### config.mk
export PLATFORM = sky130hd
export DESIGN_NAME = sa_frame_streamer
export DESIGN_NICKNAME = d
export VERILOG_FILES = /design/src/rtl/sa_frame_streamer.sv
export SDC_FILE = /design/constraint.sdc
export NUM_CORES = 1
export LEC_CHECK = 0
export BUFFER_PORTS_ARGS = -buffer_cell sky130_fd_sc_hd__clkbuf_2
export CORE_UTILIZATION = 40
export DETAILED_ROUTE_END_ITERATION = 10
export PLACE_DENSITY = 0.59
export SETUP_SLACK_MARGIN = 0.1
export SYNTH_ARGS = -nofsm -noshare
export SYNTH_HDL_FRONTEND = slang
export SYNTH_SLANG_ARGS = --single-unit
export TNS_END_PERCENT = 20
### constraint.sdc
create_clock -name clk -period 5 [get_ports clk]
set_input_delay 0.25 -clock clk [delete_from_list [all_inputs] [get_ports clk]]
set_output_delay 0.25 -clock clk [all_outputs]
set_load 0.01 [all_outputs]
### src/rtl/sa_frame_streamer.sv
`default_nettype none
// ============================================================================
// Module     : sa_frame_streamer
// Description: Captures toggle-strobed SA frames and serializes them onto an
//              AXI-Stream master, one channel per beat, with one pending slot.
// Revision   : 1.0 - initial release
// ============================================================================
module sa_frame_streamer #(
  parameter int DATA_WIDTH    = 32,
  parameter int CHANNEL_COUNT = 4,
  parameter int SEQ_WIDTH     = 16
) (
  input  logic                                clk,
  input  logic                                rst_n,
  input  logic                                saToggle,
  input  logic [CHANNEL_COUNT*DATA_WIDTH-1:0] saData,
  output logic [DATA_WIDTH-1:0]               M_TDATA,
  output logic                                M_TVALID,
  input  logic                                M_TREADY,
  output logic                                M_TLAST,
  output logic [$clog2(CHANNEL_COUNT)-1:0]    M_TUSER,
  output logic [SEQ_WIDTH-1:0]                M_SEQ,
  output logic [15:0]                         overrunCount,
  input  logic                                overrunClear
);

  localparam int                  c_idxWidth   = $clog2(CHANNEL_COUNT);
  localparam int                  c_frameWidth = CHANNEL_COUNT * DATA_WIDTH;
  localparam logic [c_idxWidth-1:0] c_lastIdx  = c_idxWidth'(CHANNEL_COUNT - 1);

  typedef enum logic [0:0] {
    ST_IDLE = 1'b0,
    ST_SEND = 1'b1
  } state_t;

  state_t                  r_state;
  logic                    r_toggleMatch;
  logic [c_frameWidth-1:0] r_shadow;
  logic [c_frameWidth-1:0] r_pending;
  logic [SEQ_WIDTH-1:0]    r_pendingSeq;
  logic                    r_pendingValid;
  logic [SEQ_WIDTH-1:0]    r_seqNext;

  logic                    w_event;
  logic                    w_xfer;
  logic                    w_lastXfer;
  logic                    w_drop;
  logic [c_idxWidth-1:0]   w_nextIdx;
  logic [DATA_WIDTH-1:0]   w_nextWord;

  assign w_event    = saToggle ^ r_toggleMatch;
  assign w_xfer     = M_TVALID & M_TREADY;
  assign w_lastXfer = w_xfer & M_TLAST;
  assign w_nextIdx  = M_TUSER + 1'b1;
  // A frame is dropped only when the pending slot is full and cannot drain this edge.
  assign w_drop     = w_event && (r_state == ST_SEND) && r_pendingValid && !w_lastXfer;

  always_comb begin
    w_nextWord = '0;
    for (int i = 0; i < CHANNEL_COUNT; i++) begin
      if (w_nextIdx == c_idxWidth'(i)) w_nextWord = r_shadow[i*DATA_WIDTH +: DATA_WIDTH];
    end
  end

  always_ff @(posedge clk or negedge rst_n) begin
    if (!rst_n) begin
      r_state        <= ST_IDLE;
      r_toggleMatch  <= 1'b0;
      r_shadow       <= '0;
      r_pending      <= '0;
      r_pendingSeq   <= '0;
      r_pendingValid <= 1'b0;
      r_seqNext      <= '0;
      M_TDATA        <= '0;
      M_TVALID       <= 1'b0;
      M_TLAST        <= 1'b0;
      M_TUSER        <= '0;
      M_SEQ          <= '0;
      overrunCount   <= '0;
    end else begin
      r_toggleMatch <= saToggle;

      if (overrunClear)
        overrunCount <= '0;
      else if (w_drop && overrunCount != 16'hFFFF)
        overrunCount <= overrunCount + 16'd1;

      case (r_state)
        ST_IDLE: begin
          if (w_event) begin
            r_shadow  <= saData;
            M_TDATA   <= saData[DATA_WIDTH-1:0];
            M_TUSER   <= '0;
            M_TLAST   <= 1'b0;
            M_SEQ     <= r_seqNext;
            r_seqNext <= r_seqNext + 1'b1;
            M_TVALID  <= 1'b1;
            r_state   <= ST_SEND;
          end
        end

        ST_SEND: begin
          if (w_xfer && !M_TLAST) begin
            M_TUSER <= w_nextIdx;
            M_TDATA <= w_nextWord;
            M_TLAST <= (w_nextIdx == c_lastIdx);
          end

          if (w_lastXfer) begin
            if (r_pendingValid) begin
              r_shadow <= r_pending;
              M_TDATA  <= r_pending[DATA_WIDTH-1:0];
              M_TUSER  <= '0;
              M_TLAST  <= 1'b0;
              M_SEQ    <= r_pendingSeq;
              if (w_event) begin
                r_pending    <= saData;
                r_pendingSeq <= r_seqNext;
                r_seqNext    <= r_seqNext + 1'b1;
              end else begin
                r_pendingValid <= 1'b0;
              end
            end else if (w_event) begin
              r_shadow  <= saData;
              M_TDATA   <= saData[DATA_WIDTH-1:0];
              M_TUSER   <= '0;
              M_TLAST   <= 1'b0;
              M_SEQ     <= r_seqNext;
              r_seqNext <= r_seqNext + 1'b1;
            end else begin
              M_TVALID <= 1'b0;
              r_state  <= ST_IDLE;
            end
          end else if (w_event && !r_pendingValid) begin
            r_pending      <= saData;
            r_pendingSeq   <= r_seqNext;
            r_pendingValid <= 1'b1;
            r_seqNext      <= r_seqNext + 1'b1;
          end
        end

        default: r_state <= ST_IDLE;
      endcase
    end
  end

endmodule
`default_nettype wire

After elaboration in Yosys (flattened, before gate mapping)

Cells that the tools add are included.

Bits of input ports: 133
Output and inout bits: 68
Logic and storage cells: 102
Register bits: 359

Eq/ne operators: 11
Reduce and logical (&&, ||, !) cells: 15
Multiplexer cells: 56
Bitwise gates (word level): 4
Add/sub/neg operators: 3

Operators by type and width:

| kind                                                                     | number |
|---|---|
| 128-bit two-way mux                                                      | 7 |
| 32-bit two-way mux                                                       | 9 |
| 128-bit case mux with 2 select lines                                     | 1 |
| 16-bit two-way mux                                                       | 12 |
| 16-bit case mux with 2 select lines                                      | 2 |
| 32-bit case mux with 2 select lines                                      | 1 |
| 16-bit by 1-bit adder with 16-bit output (second input constant)         | 2 |
| 16-bit inequality test (second input constant)                           | 1 |
| 1-bit two-way mux                                                        | 15 |
| 2-bit two-way mux                                                        | 5 |
| 2-bit inequality test (second input constant)                            | 5 |
| 4-bit AND reduction                                                      | 2 |
| 1-bit logical AND                                                        | 6 |
| 1-bit case mux with 2 select lines                                       | 3 |
| 2-bit == test (second input constant)                                    | 2 |
| 2-bit case mux with 2 select lines                                       | 1 |
| 2-bit nonzero test                                                       | 2 |
| 1-bit zero test                                                          | 3 |
| 3-bit by 1-bit inequality test with 1-bit output (second input constant) | 1 |
| 2-bit by 1-bit adder with 2-bit output (second input constant)           | 1 |
| 1-bit bitwise AND                                                        | 2 |
| 2-bit by 1-bit == test with 1-bit output (second input constant)         | 1 |
| 2-bit zero test                                                          | 1 |
| 2-bit by 1-bit inequality test with 1-bit output (second input constant) | 1 |
| 3 further kinds                                                          | 3 |

Depth between registers and ports, before layout

Gate-level depths: netlist (run 1).

Depth after elaboration: 11
Depth in mapped cells: 9
Gate-level depth less buffers: 7

Worst setup path after synthesis (run 1)

Ideal clock, no wire load.

Path kind: register to register
From: reg M_TUSER[0]
To: reg M_TDATA[0]
Cell stages (with the launch flop): 9
Arrival time: 1830 ps
Library setup time: 110 ps
Required time: 4890 ps
Path slack: 3060 ps
Path buffers: 2
Cell sequence: dfrtp_1 -> inv_1 -> ha_1 -> clkbuf_1 -> nor2b_1 -> clkbuf_1 -> a221o_1 -> a221oi_1 -> o41ai_1

Word-level cells in the longest chain between the ends: 11

Ends and longest elaborated chain:

| item                                     | line | text |
|---|---|---|
| start: declaration                       | 21   | `output logic [$clog2(CHANNEL_COUNT)-1:0] M_TUSER,` |
| start signal: assignment                 | 104  | `M_TUSER <= w_nextIdx;` |
| 2-bit by 1-bit adder with 2-bit output * | 54   | `assign w_nextIdx = M_TUSER + 1'b1;` |
| 2-bit zero test                          | 61   | `if (w_nextIdx == c_idxWidth'(i)) w_nextWord = r_shadow[i*DATA_WIDTH +: DATA_WIDTH];` |
| 32-bit two-way mux (3 in a row)          | 61   |  |
| 32-bit two-way mux *                     | 61   |  |
| 32-bit two-way mux *                     | 103  | `if (w_xfer && !M_TLAST) begin` |
| 32-bit two-way mux                       | 123  | `end else if (w_event) begin` |
| 32-bit two-way mux                       | 110  | `if (r_pendingValid) begin` |
| 32-bit two-way mux *                     | 109  | `if (w_lastXfer) begin` |
| 32-bit case mux with 2 select lines *    | 88   | `case (r_state)` |
| end signal: assignment                   | 92   | `M_TDATA <= saData[DATA_WIDTH-1:0];` |
| end signal: assignment                   | 112  | `M_TDATA <= r_pending[DATA_WIDTH-1:0];` |
| end signal: assignment                   | 125  | `M_TDATA <= saData[DATA_WIDTH-1:0];` |
| end: declaration                         | 17   | `output logic [DATA_WIDTH-1:0] M_TDATA,` |

Every way passes the cells marked *; elsewhere a longest branch is shown, timed or not.
A chain may end at the register's enable or synchronous reset.

Worst setup path after layout (run 1)

From: reg r_toggleMatch
To: reg r_shadow[80]

Word-level cells in the longest chain between the ends: 5

Ends and longest elaborated chain:

| item                                   | line | text |
|---|---|---|
| start: declaration                     | 37   | `logic r_toggleMatch;` |
| start signal: assignment               | 81   | `r_toggleMatch <= saToggle;` |
| 1-bit XOR *                            | 51   | `assign w_event = saToggle ^ r_toggleMatch;` |
| 128-bit two-way mux *                  | n/a  |  |
| 128-bit two-way mux (2 in a row)       | n/a  |  |
| 128-bit case mux with 2 select lines * | n/a  |  |
| end signal: assignment                 | 91   | `r_shadow <= saData;` |
| end signal: assignment                 | 111  | `r_shadow <= r_pending;` |
| end signal: assignment                 | 124  | `r_shadow <= saData;` |
| end: declaration                       | 38   | `logic [c_frameWidth-1:0] r_shadow;` |

Every way passes the cells marked *; elsewhere a longest branch is shown, timed or not. The select of a mux whose other input is x is not followed.

==> reports/summary.json, run 1 <==
{
  "outcome": {
    "outcome": "finished clean"
  },
  "final_layout": {
    "layout-area-overhead-vs-synth_pct": 24.1,
    "num_antenna_cells": 0,
    "finalNetCount": 1894,
    "fin_area_um2": 20000,
    "final_cell_mix": "sky130_fd_sc_hd__dfrtp_1, sky130_fd_sc_hd__a21oi_1, sky130_fd_sc_hd__clkbuf_2",
    "drive_above_1_share_pct": 25.2,
    "layout.cells.most_common": "sky130_fd_sc_hd__dfrtp_1"
  },
  "cts": {
    "clock_tree.root_cell": "sky130_fd_sc_hd__clkbuf_16",
    "clockBufferDepth": 3,
    "htree_num_levels": 2,
    "cts_made_buffers": 41,
    "clk-insertion-delay-late_ns": 0.55,
    "tritoncts_num_sinks": 359,
    "clock_tree_from_tritoncts": "done",
    "path_clk_slew_ns": 0.06,
    "post_cts_sizing": 0
  },
  "power": {
    "share_seq_of_total_power_pct": 44.6,
    "post-layout-total-power_mw": 10.4,
    "internal_mw": 7.00,
    "switchingPower_mw": 3.37,
    "power.clock.fraction_pct": 29.3,
    "pwr_cell_area_nw_per_um2": 518,
    "sw_share_pct": 32.5,
    "p_leak_nw": 8.96,
    "ir_worst_vdd_v": 0.000219,
    "combPwrFrac_pct": 26.2
  },
  "timing": {
    "achievable-frequency_mhz": 292,
    "slew-limit-headroom_pct": 27.1,
    "setup_tns_ns": 0,
    "hold_ws_ns": 0.0127,
    "final.setup_skew_ns": 0.0168,
    "worstMarginPinSlew_ns": 1.09,
    "period_utilization_pct": 68.6,
    "final.min_clock_period_ns": 3.43,
    "grt_setup_unrepaired": "no",
    "timing.final.setup_violations": 0,
    "drv_slew": 0,
    "final-hold-violation-count": 0
  },
  "worst_setup_path": {
    "critical_path_required_ns": 5.38,
    "master_of_the_slowest_instance_on_the_critical_path": "sky130_fd_sc_hd__xor2_4",
    "setup.worst_path.class": "reg -> reg",
    "critical_path_peak_fanout": 71,
    "path_cells": "xor2_4 -> nand2_4 -> buf_4 -> o22ai_1 -> a22oi_1",
    "cp_endpoint_kind": "flip-flop",
    "startpoint_type": "flip-flop",
    "arrival_ns": 3.80,
    "max_stage_delay_ns": 0.89
  },
  "global_route": {
    "globalRouteTotalUtil_pct": 24.9,
    "grt_pass1_wl_um": 79400,
    "antenna_found_initial": 0,
    "grt_start_max_net_pins": 166,
    "grt_remaining_overflow": 0,
    "grt_pass1_vias": 13100
  },
  "synth": {
    "synth_async_sr_flop_share_pct": 100,
    "ys_seq_elements": 359,
    "post_synth_main_area_contributors": "sky130_fd_sc_hd__dfrtp_1, sky130_fd_sc_hd__mux2_2, sky130_fd_sc_hd__a21oi_1, sky130_fd_sc_hd__o22ai_1, sky130_fd_sc_hd__nor2_1",
    "yosysTopAreaCellShare_pct": 55.7,
    "ys_dominant_reg_cell": "sky130_fd_sc_hd__dfrtp_1",
    "post_synth_edffs": 0,
    "synth_sequential_area_ratio_pct": 55.7,
    "synth_largest_area_cell": "sky130_fd_sc_hd__dfrtp_1",
    "syn-mean-instance-area_um2": 10.7,
    "ys_warn_count": 0,
    "synthesis.nets": 1649,
    "syn-instance-count": 1510,
    "post_synth_num_cell_types": 46,
    "cell_area_synth_um2": 16100
  },
  "drt": {
    "drt_wl_total_um": 51000,
    "antenna_left": 0,
    "post_drt_wl_per_cell_um": 22.1,
    "drt_pre_antenna_iters": 7,
    "route.detailed.vias_per_inst": 5.78,
    "drc_errors": 0,
    "initialDrtViolationCount": 1225,
    "num_vias": 13300
  },
  "die": {
    "design.core.area_um2": 39700,
    "initial_core_util_pct": 40.6,
    "rows": 73,
    "total_die_area_um2": 41100,
    "height_of_the_chip_um": 203,
    "io-pin-count": 201,
    "die-width_um": 203
  },
  "place": {
    "dpl-instance-area_um2": 17500,
    "io_buffers": 200,
    "routabilityCongestion": 0.819,
    "dp_hpwl_um": 33100
  },
  "min_path": {
    "class_of_the_tightest_hold_or_removal_check": "in -> reg"
  },
  "run": {
    "number_of_maximum_capacitance_constraint_violations": 0
  }
}
==> metrics by stage <==
stage	setup slack, ns	util (%)	instances
after detailed placement	1.66	44.1	2125
after floorplan	3.06	-	1510
after CTS	1.61	50.4	2308
after global placement	1.66	44.1	2125
final	1.57	50.4	2308
after global routing	1.38	50.4	2308
==> flip-flops by register name, summed over array words and instances, names as in the netlist, 2 cells and up <==
name and flops:
M_TDATA 32, r_pending 128, M_SEQ 16, r_shadow 128, M_TUSER 2, r_pendingSeq 16, overrunCount 16, r_seqNext 16
==> logic make-up after synthesis <==
group           after synthesis  synth area share [%]
fa+ha+maj                     6                 0.465
xor+xnor                     30                  1.63
mux                         150                  10.5
compound gates              524                  20.0
buf+inv                     159                  3.97
simple gates                282                  7.75
flops                       359                  55.7
==> cell type report <==
type | count | area (um2)
fillers | 3605 | 19700
well taps | 525 | 657
repair buffers | 334 | 2330
clock buffers | 60 | 1210
inverters | 27 | 101
multi-input cells | 992 | 6580
flip-flops and latches | 359 | 8980
clock inverters | 11 | 156
==> power groups by stage <==
| stage | registers [mW] | clock network (mW) | logic, mW |
|---|---|---|---|
| global route | 4.73 | 3.21 | 2.98 |
| floorplan | 4.46 | 0 | 1.67 |
| finish | 4.62 | 3.04 | 2.71 |
| global placement | 4.62 | 0 | 2.57 |
| CTS | 4.60 | 3.08 | 2.72 |
| detailed placement | 4.64 | 0 | 2.63 |
==> worst max-delay path, delay by kind of cell, from the launching register on <==
kind            cells  cell delay (ns)
xor+xnor            1             0.89
simple gates        1             0.74
buf+inv             1             0.59
compound gates      2             0.49
flops               1             0.48
==> Yosys cell counts (2+ instances only) <==
cell type and number:
sky130_fd_sc_hd__a211oi_1 4, sky130_fd_sc_hd__a21o_1 21, sky130_fd_sc_hd__a21oi_1 226, sky130_fd_sc_hd__a221o_1 20
sky130_fd_sc_hd__a221oi_1 21, sky130_fd_sc_hd__a22oi_1 32, sky130_fd_sc_hd__and2_1 3, sky130_fd_sc_hd__and3_1 10
sky130_fd_sc_hd__buf_1 9, sky130_fd_sc_hd__buf_2 31, sky130_fd_sc_hd__clkbuf_1 90, sky130_fd_sc_hd__dfrtp_1 359
sky130_fd_sc_hd__ha_1 6, sky130_fd_sc_hd__inv_1 27, sky130_fd_sc_hd__mux2_2 148, sky130_fd_sc_hd__nand2_1 50
sky130_fd_sc_hd__nand3_1 49, sky130_fd_sc_hd__nand3_2 3, sky130_fd_sc_hd__nand3b_1 2, sky130_fd_sc_hd__nand4_1 4
sky130_fd_sc_hd__nor2_1 147, sky130_fd_sc_hd__nor2b_1 5, sky130_fd_sc_hd__nor4_1 3, sky130_fd_sc_hd__o21ai_0 24
sky130_fd_sc_hd__o22ai_1 145, sky130_fd_sc_hd__o31ai_1 3, sky130_fd_sc_hd__o41ai_1 21, sky130_fd_sc_hd__xnor2_1 27
sky130_fd_sc_hd__xor2_1 3
==> layer usage <==
metal	share of wire (%)	up-vias	track usage, %	wire length (um)
met3	7.0	68	4.51	3550
met2	44	515	37.0	22700
li1	-	6044	-	-
met4	2.0	0	6.28	1040
met1	47	6704	37.3	23700
met5	0	-	0	0
==> worst paths after layout <==
path	from	endpoint	slack, ns	depth (start not counted)
setup / recovery	r_toggleMatch	r_shadow[80]	1.57	5
hold / removal	saData[96]	r_pending[96]	0.01	2
setup reg to reg	r_toggleMatch	r_shadow[80]	1.57	5
hold reg to reg	r_shadow[3]	r_shadow[3]	0.50	1
max in group asynchronous	rst_n	r_shadow[62]	3.21	3
min in group asynchronous	rst_n	r_pending[34]	0.32	2
==> what timing repair did <==
item / in CTS / in global routing
buffers inserted: 0 / 0
hold buffers: 112 / 0
hold endpoints to repair: 199 / 0
Note: power is estimated with default switching activity, not from simulation.
==> run 2: changes to the inputs <==
--- a/config.mk
+++ b/config.mk
@@ -5,10 +5,11 @@
 export SDC_FILE = /design/constraint.sdc
 export NUM_CORES = 1
 export LEC_CHECK = 0
+export ABC_AREA = 1
 export BUFFER_PORTS_ARGS = -buffer_cell sky130_fd_sc_hd__clkbuf_2
 export CORE_UTILIZATION = 40
 export DETAILED_ROUTE_END_ITERATION = 10
-export PLACE_DENSITY = 0.59
+export PLACE_DENSITY = 0.6
 export SETUP_SLACK_MARGIN = 0.1
 export SYNTH_ARGS = -nofsm -noshare
 export SYNTH_HDL_FRONTEND = slang
==> constraint.sdc (replaced) <==
create_clock -name clk -period 2.8 [get_ports clk]
set_input_delay 0.14 -clock clk [delete_from_list [all_inputs] [get_ports clk]]
set_output_delay 0.14 -clock clk [all_outputs]
set_load 0.01 [all_outputs]
==> reports/summary.json, run 2 <==
{
  "outcome": {
    "outcome": "finished clean"
  },
  "global_route": {
    "grt_start_max_net_pins": {"value": 118, "change": "-29%"},
    "met3_grt_util": {"value": 5.18, "unit": "%", "change": "+0.67 points"},
    "grt_pass1_wl": {"value": 90400, "unit": "um", "change": "+14%"},
    "grt_busiest_layer": "met2",
    "grt_remaining_overflow": {"value": 0, "change": "unchanged"},
    "use_met2": {"value": 38.2, "unit": "%", "change": "+1.2 points"},
    "grt_pass1_vias": {"value": 16200, "change": "+23%"},
    "antenna_found_initial": {"value": 0, "change": "unchanged"},
    "globalRouteMet1Util": {"value": 33.8, "unit": "%", "change": "-3.5 points"},
    "globalRouteTotalUtil": {"value": 24.8, "unit": "%", "change": "-0.13 points"}
  },
  "cts": {
    "post_cts_sizing": {"value": 0, "change": "unchanged"},
    "tritoncts_num_sinks": {"value": 359, "change": "unchanged"},
    "clockBufferDepth": {"value": 3, "change": "unchanged"},
    "clk-insertion-delay-late": {"value": 0.57, "unit": "ns", "change": "+0.02 ns"},
    "htree_num_levels": {"value": 2, "change": "unchanged"},
    "cts_made_buffers": {"value": 41, "change": "unchanged"},
    "clock_tree.root_cell": "sky130_fd_sc_hd__clkbuf_16",
    "path_clk_slew": {"value": 0.06, "unit": "ns", "change": "about the same"},
    "clock_tree_from_tritoncts": "done"
  },
  "worst_setup_path": {
    "reg2reg_setup_slack": {"value": 0.53, "unit": "ns", "change": "-1.04 ns"},
    "cp_endpoint_kind": "flip-flop",
    "path_cells": "nand3_2 -> nand2_4 -> buf_4 -> o21ai_0 -> a21oi_1 -> a21oi_1 -> nand2_1",
    "crit_top_cell": "sky130_fd_sc_hd__a21oi_1",
    "setup.worst_path.class": "reg -> reg",
    "critical_path.reg2reg.endpoint": "M_TDATA[5]",
    "r2r_worst_path_depth": {"value": 7, "change": "+2"},
    "startpoint_type": "flip-flop",
    "critical_path_required": {"value": 3.31, "unit": "ns", "change": "-2.07 ns"},
    "arrival": {"value": 2.78, "unit": "ns", "change": "-1.02 ns"},
    "master_of_the_slowest_instance_on_the_critical_path": "sky130_fd_sc_hd__buf_4",
    "critical_path.n_buffers_inverters": {"value": 1, "change": "unchanged"},
    "critical_path_peak_fanout": {"value": 101, "change": "+42%"},
    "max_stage_delay": {"value": 0.76, "unit": "ns", "change": "-0.13 ns"},
    "path_delay_family": "buffers and inverters",
    "reg2reg_from": "M_TVALID"
  },
  "timing": {
    "period_utilization": {"value": 81.2, "unit": "%", "change": "+13 points"},
    "final.setup_skew": {"value": 0.0280, "unit": "ns", "change": "+0.0111 ns"},
    "final-hold-violation-count": {"value": 0, "change": "unchanged"},
    "worstMarginPinSlew": {"value": 1.01, "unit": "ns", "change": "-0.0824 ns"},
    "achievable-frequency": {"value": 440, "unit": "MHz", "change": "+51%"},
    "timing.final.setup_violations": {"value": 0, "change": "unchanged"},
    "drv_slew": {"value": 0, "change": "unchanged"},
    "slew-limit-headroom": {"value": 32.7, "unit": "%", "change": "+5.6 points"},
    "hold_ws": {"value": 0.153, "unit": "ns", "change": "+0.140 ns"},
    "setup_tns": {"value": 0, "unit": "ns", "change": "unchanged"},
    "grt_setup_unrepaired": "no",
    "final.min_clock_period": {"value": 2.27, "unit": "ns", "change": "-1.16 ns"}
  },
  "final_layout": {
    "final_design_utilization": {"value": 50.4, "unit": "%", "change": "about the same"},
    "final_cell_mix": "sky130_fd_sc_hd__nand2_1, sky130_fd_sc_hd__dfrtp_1, sky130_fd_sc_hd__o21ai_0",
    "reg_top3": "r_pending (128), r_shadow (128), M_TDATA (32)",
    "fin_area": {"value": 22400, "unit": "um2", "change": "+12%"},
    "post_layout_nonfiller_instances": {"value": 3245, "change": "+41%"},
    "finalNetCount": {"value": 2763, "change": "+46%"},
    "drive_above_1_share": {"value": 13.3, "unit": "%", "change": "-12 points"},
    "layout.cells.most_common": "sky130_fd_sc_hd__nand2_1",
    "layout-area-overhead-vs-synth_pct": 23.9
  },
  "synth": {
    "synth_async_sr_flop_share": {"value": 100, "unit": "%", "change": "unchanged"},
    "post_synth_num_cell_types": {"value": 35, "change": "-24%"},
    "ys_warn_count": {"value": 0, "change": "unchanged"},
    "synthXorXnorAreaFrac": {"value": 0.727, "unit": "%", "change": "-0.90 points"},
    "yosys-top-cells-count": "sky130_fd_sc_hd__nand2_1, sky130_fd_sc_hd__dfrtp_1, sky130_fd_sc_hd__o21ai_0",
    "cell_area_synth": {"value": 18100, "unit": "um2", "change": "+12%"},
    "post_synth_main_area_contributors": "sky130_fd_sc_hd__dfrtp_1, sky130_fd_sc_hd__nand2_1, sky130_fd_sc_hd__o21ai_0, sky130_fd_sc_hd__inv_1, sky130_fd_sc_hd__o22ai_1",
    "post_synth_fa_ha_maj_area_fraction": {"value": 0.416, "unit": "%", "change": "-0.050 points"},
    "synth_sequential_area_ratio": {"value": 49.7, "unit": "%", "change": "-5.9 points"},
    "synth_largest_area_cell": "sky130_fd_sc_hd__dfrtp_1",
    "synth.mux.area_fraction": {"value": 0, "unit": "%", "change": "-10 points"},
    "largest_family_of_logic_cells_by_synthesized_area": "compound AO/OA/AOI/OAI gates",
    "yosysMostFrequentCell": "sky130_fd_sc_hd__nand2_1",
    "synthesis.nets": {"value": 2497, "change": "+51%"},
    "ys_dominant_reg_cell": "sky130_fd_sc_hd__dfrtp_1",
    "post_synth_edffs": {"value": 0, "change": "unchanged"},
    "syn-instance-count": {"value": 2358, "change": "+56%"},
    "ys_seq_elements": {"value": 359, "change": "unchanged"},
    "yosysTopAreaCellShare": {"value": 49.7, "unit": "%", "change": "-5.9 points"},
    "post_synthesis_simple_gate_area_fraction": {"value": 18.9, "unit": "%", "change": "+11 points"},
    "synth_compound_area_share": {"value": 19.5, "unit": "%", "change": "-0.53 points"},
    "syn-mean-instance-area": {"value": 7.66, "unit": "um2", "change": "-28%"}
  },
  "drt": {
    "drc_errors": {"value": 0, "change": "unchanged"},
    "route.detailed.vias_per_inst": {"value": 5.15, "change": "-11%"},
    "initialDrtViolationCount": {"value": 1277, "change": "+4.2%"},
    "antenna_left": {"value": 0, "change": "unchanged"},
    "num_vias": {"value": 16700, "change": "+25%"},
    "post_drt_wl_per_cell": {"value": 17.5, "unit": "um", "change": "-21%"},
    "drt_pre_antenna_iters": {"value": 5, "change": "-2"},
    "drt_wl_total": {"value": 56900, "unit": "um", "change": "+12%"}
  },
  "run": {
    "number_of_maximum_capacitance_constraint_violations": {"value": 0, "change": "unchanged"}
  },
  "die": {
    "initial_core_util": {"value": 40.7, "unit": "%", "change": "+0.063 points"},
    "rows": {"value": 77, "change": "+5.5%"},
    "io-pin-count": {"value": 201, "change": "unchanged"},
    "total_die_area": {"value": 46000, "unit": "um2", "change": "+12%"},
    "design.core.area": {"value": 44400, "unit": "um2", "change": "+12%"},
    "die-width": {"value": 215, "unit": "um", "change": "+5.8%"},
    "height_of_the_chip": {"value": 215, "unit": "um", "change": "+5.8%"}
  },
  "min_path": {
    "class_of_the_tightest_hold_or_removal_check": "in -> async"
  },
  "place": {
    "routabilityCongestion": {"value": 0.866, "change": "+5.7%"},
    "dpl-instance-area": {"value": 19700, "unit": "um2", "change": "+12%"},
    "io_buffers": {"value": 200, "change": "unchanged"},
    "dp_hpwl": {"value": 38800, "unit": "um", "change": "+17%"},
    "post-place-cells": {"value": 3041, "change": "+43%"}
  },
  "power": {
    "p_leak": {"value": 11.1, "unit": "nW", "change": "+24%"},
    "pwr_cell_area": {"value": 1110, "unit": "nW/um2", "change": "+110%"},
    "ir_worst_vdd": {"value": 0.000670, "unit": "V", "change": "+210%"}
  }
}
==> run 2: cell count changes after synthesis, moves of 23 or more <==
| cell | previous run | this run |
|---|---|---|
| sky130_fd_sc_hd__nand2_1 | 50 | 605 |
| sky130_fd_sc_hd__o22ai_1 | 145 | 114 |
| sky130_fd_sc_hd__mux2_2 | 148 | 0 |
| sky130_fd_sc_hd__a22oi_1 | 32 | 0 |
| sky130_fd_sc_hd__or2_2 | 0 | 23 |
| sky130_fd_sc_hd__o21ai_1 | 1 | 33 |
| sky130_fd_sc_hd__a21oi_1 | 226 | 139 |
| sky130_fd_sc_hd__nand3_1 | 49 | 83 |
| sky130_fd_sc_hd__xnor2_1 | 27 | 0 |
| sky130_fd_sc_hd__nor2_1 | 147 | 77 |
| sky130_fd_sc_hd__o21ai_0 | 24 | 349 |
| sky130_fd_sc_hd__inv_1 | 27 | 328 |
==> run 2: power by group <==
part	internal, mW	switching (mW)
sequential	7.58	1.62
clock	3.40	2.18
combinational	3.52	6.56
==> run 2: cell type report <==
cell class	count	area (um2)
Sequential cell	359	8980
Timing Repair Buffer	375	2820
Tap cell	592	741
Clock inverter	12	169
Fill cell	4310	22000
Clock buffer	59	1230
Multi-Input combinational cell	1514	7190
Antenna cell	1	2.50
Inverter	333	1250
==> run 2: worst max path at each step <==
stage | from | endpoint | slack [ns] | depth (start not counted)
floorplan | M_TUSER[1] | M_TDATA[14] | 1.03 | 12
global placement | r_toggleMatch | r_pending[120] | 0.64 | 8
detailed placement | M_TVALID | M_TDATA[5] | 0.53 | 7
CTS | M_TVALID | M_TDATA[5] | 0.54 | 7
global route | M_TVALID | M_TDATA[5] | 0.28 | 7
finish | M_TVALID | M_TDATA[5] | 0.53 | 7
==> run 2: kinds of logic (layout without fill, tap and decap cells) <==
kind of cell / Yosys count / after routing
and+or+nand+nor: 831 / 831
AOI/OAI and AO/OA: 662 / 662
DFF: 359 / 359
buffers and inverters: 485 / 779
xor gates and xnor gates: 15 / 15
adders and majority gates: 6 / 6
other: 0 / 1
==> run 2: per-layer routing <==
layer  vias to the layer above  share of wire [%]
met3                       111                6.3
met5                         -                  0
li1                       8158                  -
met4                         0                4.0
met1                      7965                 45
met2                       483                 45
==> run 2: repair_timing <==
item | in CTS | in global routing
buffers inserted | 0 | 0
endpoints found under the hold margin | 324 | 0
hold buffers | 132 | 0
setup endpoints to repair | 0 | 0
==> run 2: stage by stage <==
stage / power, mW / setup WS, ns
after detailed placement: 19.2 / 0.530
after CTS: 25.0 / 0.545
after global placement: 18.9 / 0.640
after floorplan: 15.5 / 1.03
final: 24.9 / 0.527
after global routing: 26.8 / 0.278
